**config.mk**
```make
export PLATFORM = sky130hd
export DESIGN_NAME = peridot_phy_rxd_fifo
export DESIGN_NICKNAME = d
export VERILOG_FILES = /design/src/rtl/peridot_phy_rxd_fifo.sv
export SDC_FILE = /design/constraint.sdc
export NUM_CORES = 1
export LEC_CHECK = 0
export BUFFER_PORTS_ARGS = -buffer_cell sky130_fd_sc_hd__buf_2
export CORE_MARGIN = 1.5
export CORE_UTILIZATION = 40
export CTS_CLUSTER_DIAMETER = 50
export DETAILED_ROUTE_END_ITERATION = 8
export GPL_ROUTABILITY_DRIVEN = 0
export PLACE_DENSITY = 0.58
export SLEW_MARGIN = 20
export SYNTH_ARGS = -nofsm -noshare
export SYNTH_HDL_FRONTEND = slang
export SYNTH_SLANG_ARGS = --single-unit
export TNS_END_PERCENT = 10
```
**constraint.sdc**
```tcl
create_clock -name clk -period 3 [get_ports clk]
set_clock_uncertainty 0.15 [all_clocks]
set_input_delay 0.75 -clock clk [delete_from_list [all_inputs] [get_ports clk]]
set_output_delay 0.75 -clock clk [all_outputs]
set_load 0.05 [all_outputs]
```
**src/rtl/peridot_phy_rxd_fifo.sv**
```systemverilog
// UART 8N1 receiver with 3-sample majority voting feeding a show-ahead byte FIFO.
// Latency: a byte is at out_valid/out_data 1 clk after the stop-bit decision.
// Backpressure: out_ready stalls the FIFO; a byte arriving when the FIFO is full and not popping is dropped and overrun pulses.
module peridot_phy_rxd_fifo #(
   parameter int CLOCK_FREQUENCY = 100000000,
   parameter int UART_BAUDRATE   = 115200,
   parameter int FIFO_DEPTH_BITS = 4
) (
   input  logic                     clk,
   input  logic                     reset_n,
   input  logic                     rxd,
   input  logic                     out_ready,
   output logic                     out_valid,
   output logic [7:0]               out_data,
   output logic [FIFO_DEPTH_BITS:0] fifo_level,
   output logic                     framing_error,
   output logic                     overrun
);

   localparam int DIV_RAW = CLOCK_FREQUENCY / (UART_BAUDRATE * 8);
   localparam int DIV     = (DIV_RAW < 2) ? 2 : DIV_RAW;
   localparam int CW      = $clog2(DIV);
   localparam int PW      = FIFO_DEPTH_BITS;
   localparam int LW      = FIFO_DEPTH_BITS + 1;
   localparam int DEPTH   = 1 << FIFO_DEPTH_BITS;

   typedef enum logic [2:0] {IDLE, START, DATA, STOP, WAITHIGH} state_t;

   state_t          state;
   logic            rx_meta, rxs, rxs_prev;
   logic [CW-1:0]   cnt;
   logic [2:0]      tick_idx;
   logic [2:0]      bit_cnt;
   logic [7:0]      shreg;
   logic            smp3, smp4;
   logic            all_hi;

   logic            tick, start_edge, maj, decide, push_req, frame_bad;

   assign tick       = (cnt == CW'(DIV - 1));
   assign start_edge = (state == IDLE) && rxs_prev && !rxs;
   // Third vote is the live sample taken on tick 5 itself.
   assign maj        = (smp3 & smp4) | (smp3 & rxs) | (smp4 & rxs);
   assign decide     = tick && (tick_idx == 3'd5);
   assign push_req   = (state == STOP) && decide && maj;
   assign frame_bad  = (state == STOP) && decide && !maj;

   always_ff @(posedge clk or negedge reset_n) begin
      if (!reset_n) begin
         state         <= IDLE;
         rx_meta       <= 1'b1;
         rxs           <= 1'b1;
         rxs_prev      <= 1'b1;
         cnt           <= '0;
         tick_idx      <= '0;
         bit_cnt       <= '0;
         shreg         <= '0;
         smp3          <= 1'b0;
         smp4          <= 1'b0;
         all_hi        <= 1'b0;
         framing_error <= 1'b0;
      end else begin
         rx_meta       <= rxd;
         rxs           <= rx_meta;
         rxs_prev      <= rxs;
         framing_error <= frame_bad;

         if (start_edge) begin
            cnt      <= '0;
            tick_idx <= '0;
         end else if (tick) begin
            cnt      <= '0;
            tick_idx <= tick_idx + 3'd1;
         end else begin
            cnt      <= cnt + CW'(1);
         end

         if (tick && tick_idx == 3'd3) smp3 <= rxs;
         if (tick && tick_idx == 3'd4) smp4 <= rxs;

         case (state)
            IDLE: if (start_edge) state <= START;
            START: begin
               if (decide && maj) state <= IDLE;
               else if (tick && tick_idx == 3'd7) begin
                  state   <= DATA;
                  bit_cnt <= '0;
               end
            end
            DATA: begin
               if (decide) shreg <= {maj, shreg[7:1]};
               if (tick && tick_idx == 3'd7) begin
                  if (bit_cnt == 3'd7) state <= STOP;
                  bit_cnt <= bit_cnt + 3'd1;
               end
            end
            STOP: begin
               if (decide) begin
                  state  <= maj ? IDLE : WAITHIGH;
                  all_hi <= 1'b0;
               end
            end
            WAITHIGH: begin
               // Leave only after a whole tick period with the line high, so a held break reports once.
               if (tick) begin
                  if (all_hi && rxs) state <= IDLE;
                  all_hi <= 1'b1;
               end else if (!rxs) begin
                  all_hi <= 1'b0;
               end
            end
            default: state <= IDLE;
         endcase
      end
   end

   logic [7:0]    mem [DEPTH];
   logic [PW-1:0] wptr, rptr, rptr_nxt;
   logic [LW-1:0] level;
   logic          full, pop, push_ok;

   assign out_valid  = (level != '0);
   assign fifo_level = level;
   assign full       = (level == LW'(DEPTH));
   assign pop        = out_valid && out_ready;
   assign push_ok    = push_req && (!full || pop);
   assign rptr_nxt   = rptr + PW'(1);

   always_ff @(posedge clk) begin
      if (push_ok) mem[wptr] <= shreg;
   end

   always_ff @(posedge clk or negedge reset_n) begin
      if (!reset_n) begin
         wptr     <= '0;
         rptr     <= '0;
         level    <= '0;
         out_data <= '0;
         overrun  <= 1'b0;
      end else begin
         overrun <= push_req && full && !pop;
         if (push_ok) wptr <= wptr + PW'(1);
         if (pop)     rptr <= rptr_nxt;
         case ({push_ok, pop})
            2'b10:   level <= level + LW'(1);
            2'b01:   level <= level - LW'(1);
            default: level <= level;
         endcase
         // Head register: next stored entry, or the incoming byte when it becomes the only one.
         if (pop) begin
            if (level > LW'(1))  out_data <= mem[rptr_nxt];
            else if (push_ok)    out_data <= shreg;
         end else if (level == '0 && push_ok) begin
            out_data <= shreg;
         end
      end
   end

endmodule
```
# == After elaboration in Yosys (flattened, before gate mapping) ==
# Memory sizes are Yosys's and may differ from the RTL's.
# Index checks and enable logic that the tools add are counted.
# word_totals
ff_bits,53
ramBits,128
inputBits,4
out_inout_bits,16
elab_cells,118
n_memories,1
# memory_table
name,depth,word_bits,read_ports,rd_clocked_by_memory_dff,wr,line,text
mem,16,8,1,0,1,117,logic [7:0] mem [DEPTH];
# op_classes
n_addsub,7
order_cmp,1
n_eq_ne,24
muxes,29
bitwise,5
reduce_logical,34
# ops
op,n
$mux 3,14
$mux 8,4
$logic_and 1x1->1,16
$ne 2x2->1 const B,8
$eq 3x3->1 const B,5
$pmux 3 s5,1
$mux 7,2
$pmux 5 s2,1
$reduce_bool 2->1,5
$eq 3x2->1 const B,3
$add 4x1->4 const B,2
$add 7x1->7 const B,1
$eq 7x7->1 const B,1
$reduce_and 7->1,1
$add 3x1->3 const B,2
$ne 3x3->1 const B,2
$pmux 3 s2,1
$add 5x1->5 const B,1
$eq 5x5->1 const B,1
$gt 5x1->1 const B,1
$logic_not 5->1,1
$mux 1,5
$reduce_bool 5->1,1
$sub 5x1->5 const B,1
13 further kinds,20

# == Logic depth before layout (Yosys ltp) ==
# Gate-level depths: netlist of run 1.
# logic_depth
depth_word,8
ltp_mapped,10
depth_no_buf,9

# == Least setup slack after synthesis of run 1 ==
# Ideal clock, no wire load.
# synth_path
path_type,flip-flop to flip-flop
startpoint,"register level[1], in the netlist fifo_level[1]"
endpoint,memory mem[3][0] (enable)
setup_ns,0.383
arrival_time_ns,2.275
required_ns,2.467
path_slack_ns,0.192
stages_incl_launch_ff,8
n_path_buf,1
synth_period_minus_slack_ns,2.808
path_cell_list,dfrtp_1 -> inv_1 -> ha_1 -> nand4b_1 -> and3_1 -> buf_4 -> nand2_1 -> nor3_1
# synth_via
elab_chain_cells,6
# synth_lines
item,line,text
from (decl),119,logic [LW-1:0] level;
from (signal assigned),145,2'b10: level <= level + LW'(1);
from (signal assigned),146,2'b01: level <= level - LW'(1);
from (signal assigned),147,default: level <= level;
$eq 5x5->1 / $reduce_bool 5->1 (equally long branches),"124, 122",
$logic_not 1->1 / $logic_and 1x1->1 (equally long branches),"126, 125",
$logic_or 1x1->1 *,126,assign push_ok = push_req && (!full || pop);
$logic_and 1x1->1 *,126,
$mux 1 *,130,if (push_ok) mem[wptr] <= shreg;
$mux 1 (implied by the code) *,130,
to (decl),117,
# Every way passes the cells marked *; elsewhere a longest branch is shown, timed or not.

# == Final worst setup path of run 1 ==
# layout_path
startpoint,"register level[0], in the netlist fifo_level[0]"
endpoint,output port out_valid
# layout_via
elab_chain_cells,1
# layout_lines
item,line,text
$reduce_bool 5->1,122,assign out_valid = (level != '0);
to (decl),13,"output logic out_valid,"
# Every way passes these cells.

==> metrics, run 1 <==
Core Region=0.0188 mm2; Post-CTS Setup Bufs=0; Reg-to-Reg Start=cnt[0]; routed vias/inst=5.37; Avg WL per Cell=19.6 um; Crit. End Element=output pin; Seq. cell area=0.00517 mm2; CTS buffer count=17; Initial Util=41.0%; Synth top area share=49.9%; count leader, synth=edfxtp_1; nets=514; Clock transition at path regs=0.06 ns; Main synth FF type=edfxtp_1; WHS=0.193 ns; GR Util All Layers=15.4%; top cell types by occurrence after synthesis=edfxtp_1 (128), dfrtp_1 (50), nor2_1 (34); FMAX=352 MHz; Worst VDD drop=0.000427 V; Ports=20; die area=0.0201 mm2; nature of the critical path startpoint=flip-flop; # diodes=0; Unique masters post-synth=63; Fillers=1601; cells after synthesis=448; hold buffers post-CTS=0; endpoints failing hold=0; post-route cell area=0.00877 mm2; Die W=142 um; post-placement cell count=708; DP Worst Slack=0.327 ns; largest net degree at the start of global routing=34; #FFs+latches synth=181; CP required=2.10 ns; RSZ-0062 raised after global routing=no; number of global-route vias before repair=4047; Bufs on Longest Clock Path=2; arrival time worst endpoint=1.94 ns; Final ANT Viol Nets=0; syn nets=469; layout cells sized above 1=18.4%; CP Class=reg2out; power per cell area=607 mW/mm2; Die Span Y=142 um; warnings from Yosys=0; H-tree Lvls=4; Multi-input gate area=0.00238 mm2; ys async rst share=29.3%; setup slack after layout=0.156 ns; Buffers on Ports=19; worst skew pair latency=0.42 ns; Lkg Pwr=3.70 nW; Max Slew Vio Count=0; initial DRC count=239; clock root buffer=clkbuf_16; area delta synth->final=13.9%; initial antenna violation count=0; minimum clock period=2.84 ns; first-pass GRT wire length=23.1 mm; Yosys top cell by area=edfxtp_1; Post-DP HPWL=9.45 mm; Rel. slew slack=48.0%; post-place instance area=0.00816 mm2; clk sinks=181; WL final=14.5 mm; residual DRC count=0; Slew @ Worst Pin=0.775 ns; outcome=complete, no violations; post-synthesis sequential area ratio=67.2%; fin crit share=94.8%; CTS tree=done; final setup violation count=0; Area contributors post-synth=edfxtp_1 (50%), dfrtp_1 (16%), mux4_1 (11%), ha_1 (2.8%), mux2i_1 (2.2%); non-filler cells, final=740; Worst Setup SP=fifo_level[0]; routed via count=3972; worst-path fanout max=8; Post-synth EDFFs=128; Synth Cell Area=0.00770 mm2; Mean Syn Cell Area=17.2 um2; TNS Setup=0 ns; Hold Path Class=in2async; drt first pass iters=5; Max Cap Violations=0; # rows=50; total grt overflow=0
==> kinds of logic after synthesis <==
group / count (synthesis) / share of synthesized area (%)
mux: 61 / 14.8
fa+ha+maj: 18 / 2.91
xor+xnor: 18 / 2.14
flops: 181 / 67.2
simple gates: 100 / 6.86
compound gates: 46 / 4.18
buf+inv: 24 / 1.88
==> state kept, by name (all words and copies together), names as in the netlist, 3 cells and up <==
signal / count
state: 3
out_data: 8
wptr: 4
tick_idx: 3
rptr: 4
shreg: 8
mem: 128
cnt: 7
bit_cnt: 3
fifo_level: 5
==> report_power, final <==
group	total [mW]	switching, mW	internal (mW)	leakage, nW
Combinational	0.282	0.152	0.130	1.22
Sequential	2.79	0.0749	2.71	2.19
Clock	2.25	0.876	1.37	0.291
Total	5.32	1.10	4.22	3.70
==> worst max-delay path, stage by stage (launching register included) <==
cell	delay, ns
dfrtp_1	0.47
inv_1	0.12
ha_1	0.17
inv_1	0.08
nor4_4	0.36
inv_2	0.10
buf_2	0.22
==> cell usage in the layout, fill, tap and decap left out, types with 5 or more instances in the layout <==
| cell | count |
|---|---|
| dfrtp_1 | 49 |
| nand2_1 | 21 |
| ha_1 | 17 |
| mux2i_1 | 17 |
| inv_1 | 9 |
| buf_4 | 19 |
| buf_2 | 19 |
| a21oi_1 | 12 |
| clkbuf_16 | 17 |
| nand3_1 | 10 |
| nor2_1 | 34 |
| mux4_1 | 31 |
| xnor2_1 | 12 |
| a221o_1 | 8 |
| mux2_2 | 10 |
| o22ai_1 | 9 |
| nor3_1 | 7 |
| edfxtp_1 | 128 |
| xor2_1 | 5 |
==> worst paths after layout <==
path                              to  slack, ns  depth (start not counted)
setup / recovery           out_valid       0.16                          6
hold / removal                cnt[1]       0.19                          1
setup reg to reg           mem[3][2]       0.30                          7
hold reg to reg                  rxs       0.21                          0
max in group asynchronous   rxs_prev       1.82                          2
min in group clk                 rxs       0.21                          0
==> stage by stage <==
step                      utilization, %  power [mW]
final                               46.7        5.32
after global routing                46.7        5.53
after CTS                           46.7        5.36
after detailed placement            43.5        3.12
after global placement              43.5        3.11
after floorplan                        -        3.04
==> metal layers <==
| layer | vias up | global-route usage (%) | part of all wire, % |
|---|---|---|---|
| met4 | 0 | 4.72 | 1.3 |
| met5 | - | 0 | 0 |
| li1 | 1862 | - | - |
| met3 | 16 | 3.10 | 4.3 |
| met1 | 2023 | 21.0 | 46 |
| met2 | 71 | 25.1 | 49 |
==> what timing repair did <==
action / in CTS / in global routing
setup endpoints to repair: 0 / 1
resized for setup: 0 / 1
endpoints found under the hold margin: 0 / 0
==> layout make-up <==
class	count	share of cell area, %
Clock inverter	9	1.46
Clock buffer	23	5.45
Multi-Input combinational cell	243	27.2
Timing Repair Buffer	40	3.17
Sequential cell	181	59.0
Inverter	10	0.428
Tap cell	234	3.34
(Power assumes the default switching activity.)
==> run 2: changes to the inputs <==
--- a/config.mk
+++ b/config.mk
@@ -5,6 +5,7 @@
 export SDC_FILE = /design/constraint.sdc
 export NUM_CORES = 1
 export LEC_CHECK = 0
+export ABC_AREA = 1
 export BUFFER_PORTS_ARGS = -buffer_cell sky130_fd_sc_hd__buf_2
 export CORE_MARGIN = 1.5
 export CORE_UTILIZATION = 40
==> run 2 against run 1 <==
Fmax up 12%. Final cell count up 57%. Clock-buffer cell count unchanged. Core utilization down 0.63 points. Non-clock buffer count up 3. Combinational power up 17%. Clock power up 2%. First-iteration DRC count up 100%. Critical endpoint unchanged.
==> metrics, run 2 <==
outcome=complete, no violations; routed via count=5629 (+42%); Core Region=0.0202 mm2 (+7.8%); crit path cell chain=inv_1 -> ha_1 -> nand3_4 -> buf_2; Final ANT Viol Nets=0 (unchanged); cells after synthesis=847 (+89%); Seq. cell area=0.00517 mm2 (unchanged); arrival time worst endpoint=1.65 ns (-0.29 ns); Synth Area in XOR/XNOR=1.67% (-0.48 points); Unique masters post-synth=30 (-52%); Post-CTS Setup Bufs=0 (unchanged); Max Slew Vio Count=0 (unchanged); die area=0.0215 mm2 (+6.9%); number of flip-flops in the largest register=128 (unchanged); Mean Syn Cell Area=9.74 um2 (-43%); CTS tree=done; Ports=20 (unchanged); FF-to-FF setup slack=0.55 ns (+0.25 ns); CP Class=reg2out; fin crit share=84.9% (-9.9 points); TNS Setup=0 ns (unchanged); Area contributors post-synth=edfxtp_1 (47%), dfrtp_1 (15%), nand2_1 (12%), nand3_1 (7.2%), inv_1 (4.5%); Multi-input gate area=0.00253 mm2 (+6.3%); post-synthesis sequential area ratio=62.7% (-4.5 points); Synth Cell Area=0.00825 mm2 (+7.1%); Yosys top cell by area=edfxtp_1; biggest regs=mem x128, out_data x8, shreg x8; post-placement cell count=1132 (+60%); nature of the critical path startpoint=flip-flop; drt first pass iters=5 (unchanged); Top Layer Used=met4; Critical Path Slowest Stage Cell=dfrtp_1; RSZ-0062 raised after global routing=no; total grt overflow=0 (unchanged); largest net degree at the start of global routing=57 (+68%); count leader, synth=nand2_1; initial antenna violation count=0 (unchanged); crit-path max cell delay=0.47 ns (about the same); Buffers on Ports=19 (unchanged); nets=902 (+75%); final setup violation count=0 (unchanged); clock root buffer=clkbuf_16; routed wl met2=9.12 mm (+30%); # diodes=0 (unchanged); area delta synth->final=13.1%; WHS=0.209 ns (+0.0162 ns); H-tree Lvls=4 (unchanged); CP required=2.10 ns (about the same); WL final=18.8 mm (+30%); power per cell area=579 mW/mm2 (-4.6%); Post-synth EDFFs=128 (unchanged); Slew @ Worst Pin=0.940 ns (+0.165 ns); Main synth FF type=edfxtp_1; largest family of logic cells by synthesized area=simple AND/OR/NAND/NOR gates; post-cts resize count=0 (unchanged); residual DRC count=0 (unchanged); # rows=52 (+4.0%); ys async rst share=29.3% (unchanged); initial DRC count=482 (+100%); worst skew pair latency=0.44 ns (+0.02 ns); CP Buf/Inv Count=2 (-2); Avg WL per Cell=16.2 um (-17%); Worst VDD drop=0.000403 V (-5.7%); layout cells sized above 1=10.6% (-7.8 points); Reg with most FFs=mem; post-synthesis mux area share=0% (-15 points); Crit. End Element=output pin; clk sinks=181 (unchanged); worst-path fanout max=8 (unchanged); family with the most delay on the worst path=flip-flops; commonest non-fill, non-tap cell in the layout=nand2_1; number of global-route vias before repair=5577 (+38%); Rel. slew slack=37.4% (-11 points); warnings from Yosys=0 (unchanged); hold buffers post-CTS=0 (unchanged); first-pass GRT wire length=30.4 mm (+31%); Post-DP HPWL=12.3 mm (+30%); area fraction in and, or, nand and nor cells after synthesis=24.5% (+18 points); FMAX=393 MHz (+12%); #FFs+latches synth=181 (unchanged); Initial Util=40.8% (-0.27 points); Hold Path Class=reg2reg; top cell types by occurrence after synthesis=nand2_1 (267), edfxtp_1 (128), nand3_1 (119); syn nets=868 (+85%); Compound-Gate Fraction of Synth Area=1.97% (-2.2 points); CTS buffer count=17 (unchanged); Synth top area share=46.6% (-3.3 points); post-layout power=5.40 mW (+1.5%); Die W=147 um (+3.4%); post-route cell area=0.00933 mm2 (+6.3%); Max Cap Violations=0 (unchanged); wire length on met1=8.43 mm (+27%); met3 WL post-DR=720 um (+15%); commonest non-fill, non-tap cells in the layout=nand2_1 (267), edfxtp_1 (128), nand3_1 (119); Bufs on Longest Clock Path=2 (unchanged); non-filler cells, final=1164 (+57%); Post-Synth Adder-Cell Area=2.58% (-0.33 points); Fillers=1917 (+20%); minimum clock period=2.55 ns (-0.297 ns); routed vias/inst=4.84 (-9.9%); endpoints failing hold=0 (unchanged); Lkg Pwr=4.18 nW (+13%); Die Span Y=147 um (+3.4%); GR Util All Layers=18.6% (+3.2 points); post-place instance area=0.00872 mm2 (+6.8%); Clock transition at path regs=0.07 ns (about the same)
run 2: changes by cell type after synthesis, sizes merged, moves of 12 or more:
cell	previous run	this run
nand3	10	120
mux2i	17	0
nor2	35	70
mux2	12	0
inv	10	103
o21ai	4	24
mux4	32	0
nand2	22	272
run 2: layout make-up:
class	instances	share of cell area (%)
clock buffers	23	5.25
well taps	270	3.62
multi-input cells	535	27.1
clock inverters	9	1.25
repair buffers	43	3.09
inverters	103	4.17
flip-flops and latches	181	55.5
run 2: final timing paths:
| kind | from | end | depth (start not counted) |
|---|---|---|---|
| worst max register to register | rxs | mem[11][0] | 7 |
| worst max-delay path | fifo_level[0] | out_valid | 4 |
| worst min register to register | rx_meta | rxs | 0 |
| min in group asynchronous | reset_n | out_data[4] | 2 |
| max in group asynchronous | reset_n | rptr[0] | 2 |
| worst min-delay path | rx_meta | rxs | 0 |
run 2: through the flow:
step | utilization, % | setup slack [ns]
3_5_place_dp | 43.1 | 0.483
5_1_grt | 46.1 | 0.355
4_1_cts | 46.1 | 0.446
2_1_floorplan | - | 0.405
6_report | 46.1 | 0.453
3_3_place_gp | 43.1 | 0.535
run 2: routing by layer:
| layer | vias up | global-route usage (%) |
|---|---|---|
| li1 | 2808 | - |
| met1 | 2684 | 24.4 |
| met2 | 102 | 30.3 |
| met3 | 35 | 3.31 |
| met4 | 0 | 8.03 |
| met5 | - | 0 |
run 2: report_power, final:
part	switching [mW]	total [mW]	leakage, nW	internal, mW
clock	0.958	2.29	0.294	1.33
sequential	0.0542	2.78	1.97	2.72
combinational	0.218	0.330	1.92	0.112
run 2: logic make-up after synthesis:
logic type / after synthesis
simple gates: 472
xor+xnor: 14
compound gates: 32
buf+inv: 131
fa+ha+maj: 17
flops: 181
run 2: worst register-to-register path, cell delays in order (launching register included):
cell     delay [ns]
dfstp_2        0.56
nand2_1        0.06
nand3_1        0.24
nand4_4        0.22
nor2_4         0.29
nand2_1        0.27
nor2_1         0.16
buf_4          0.19
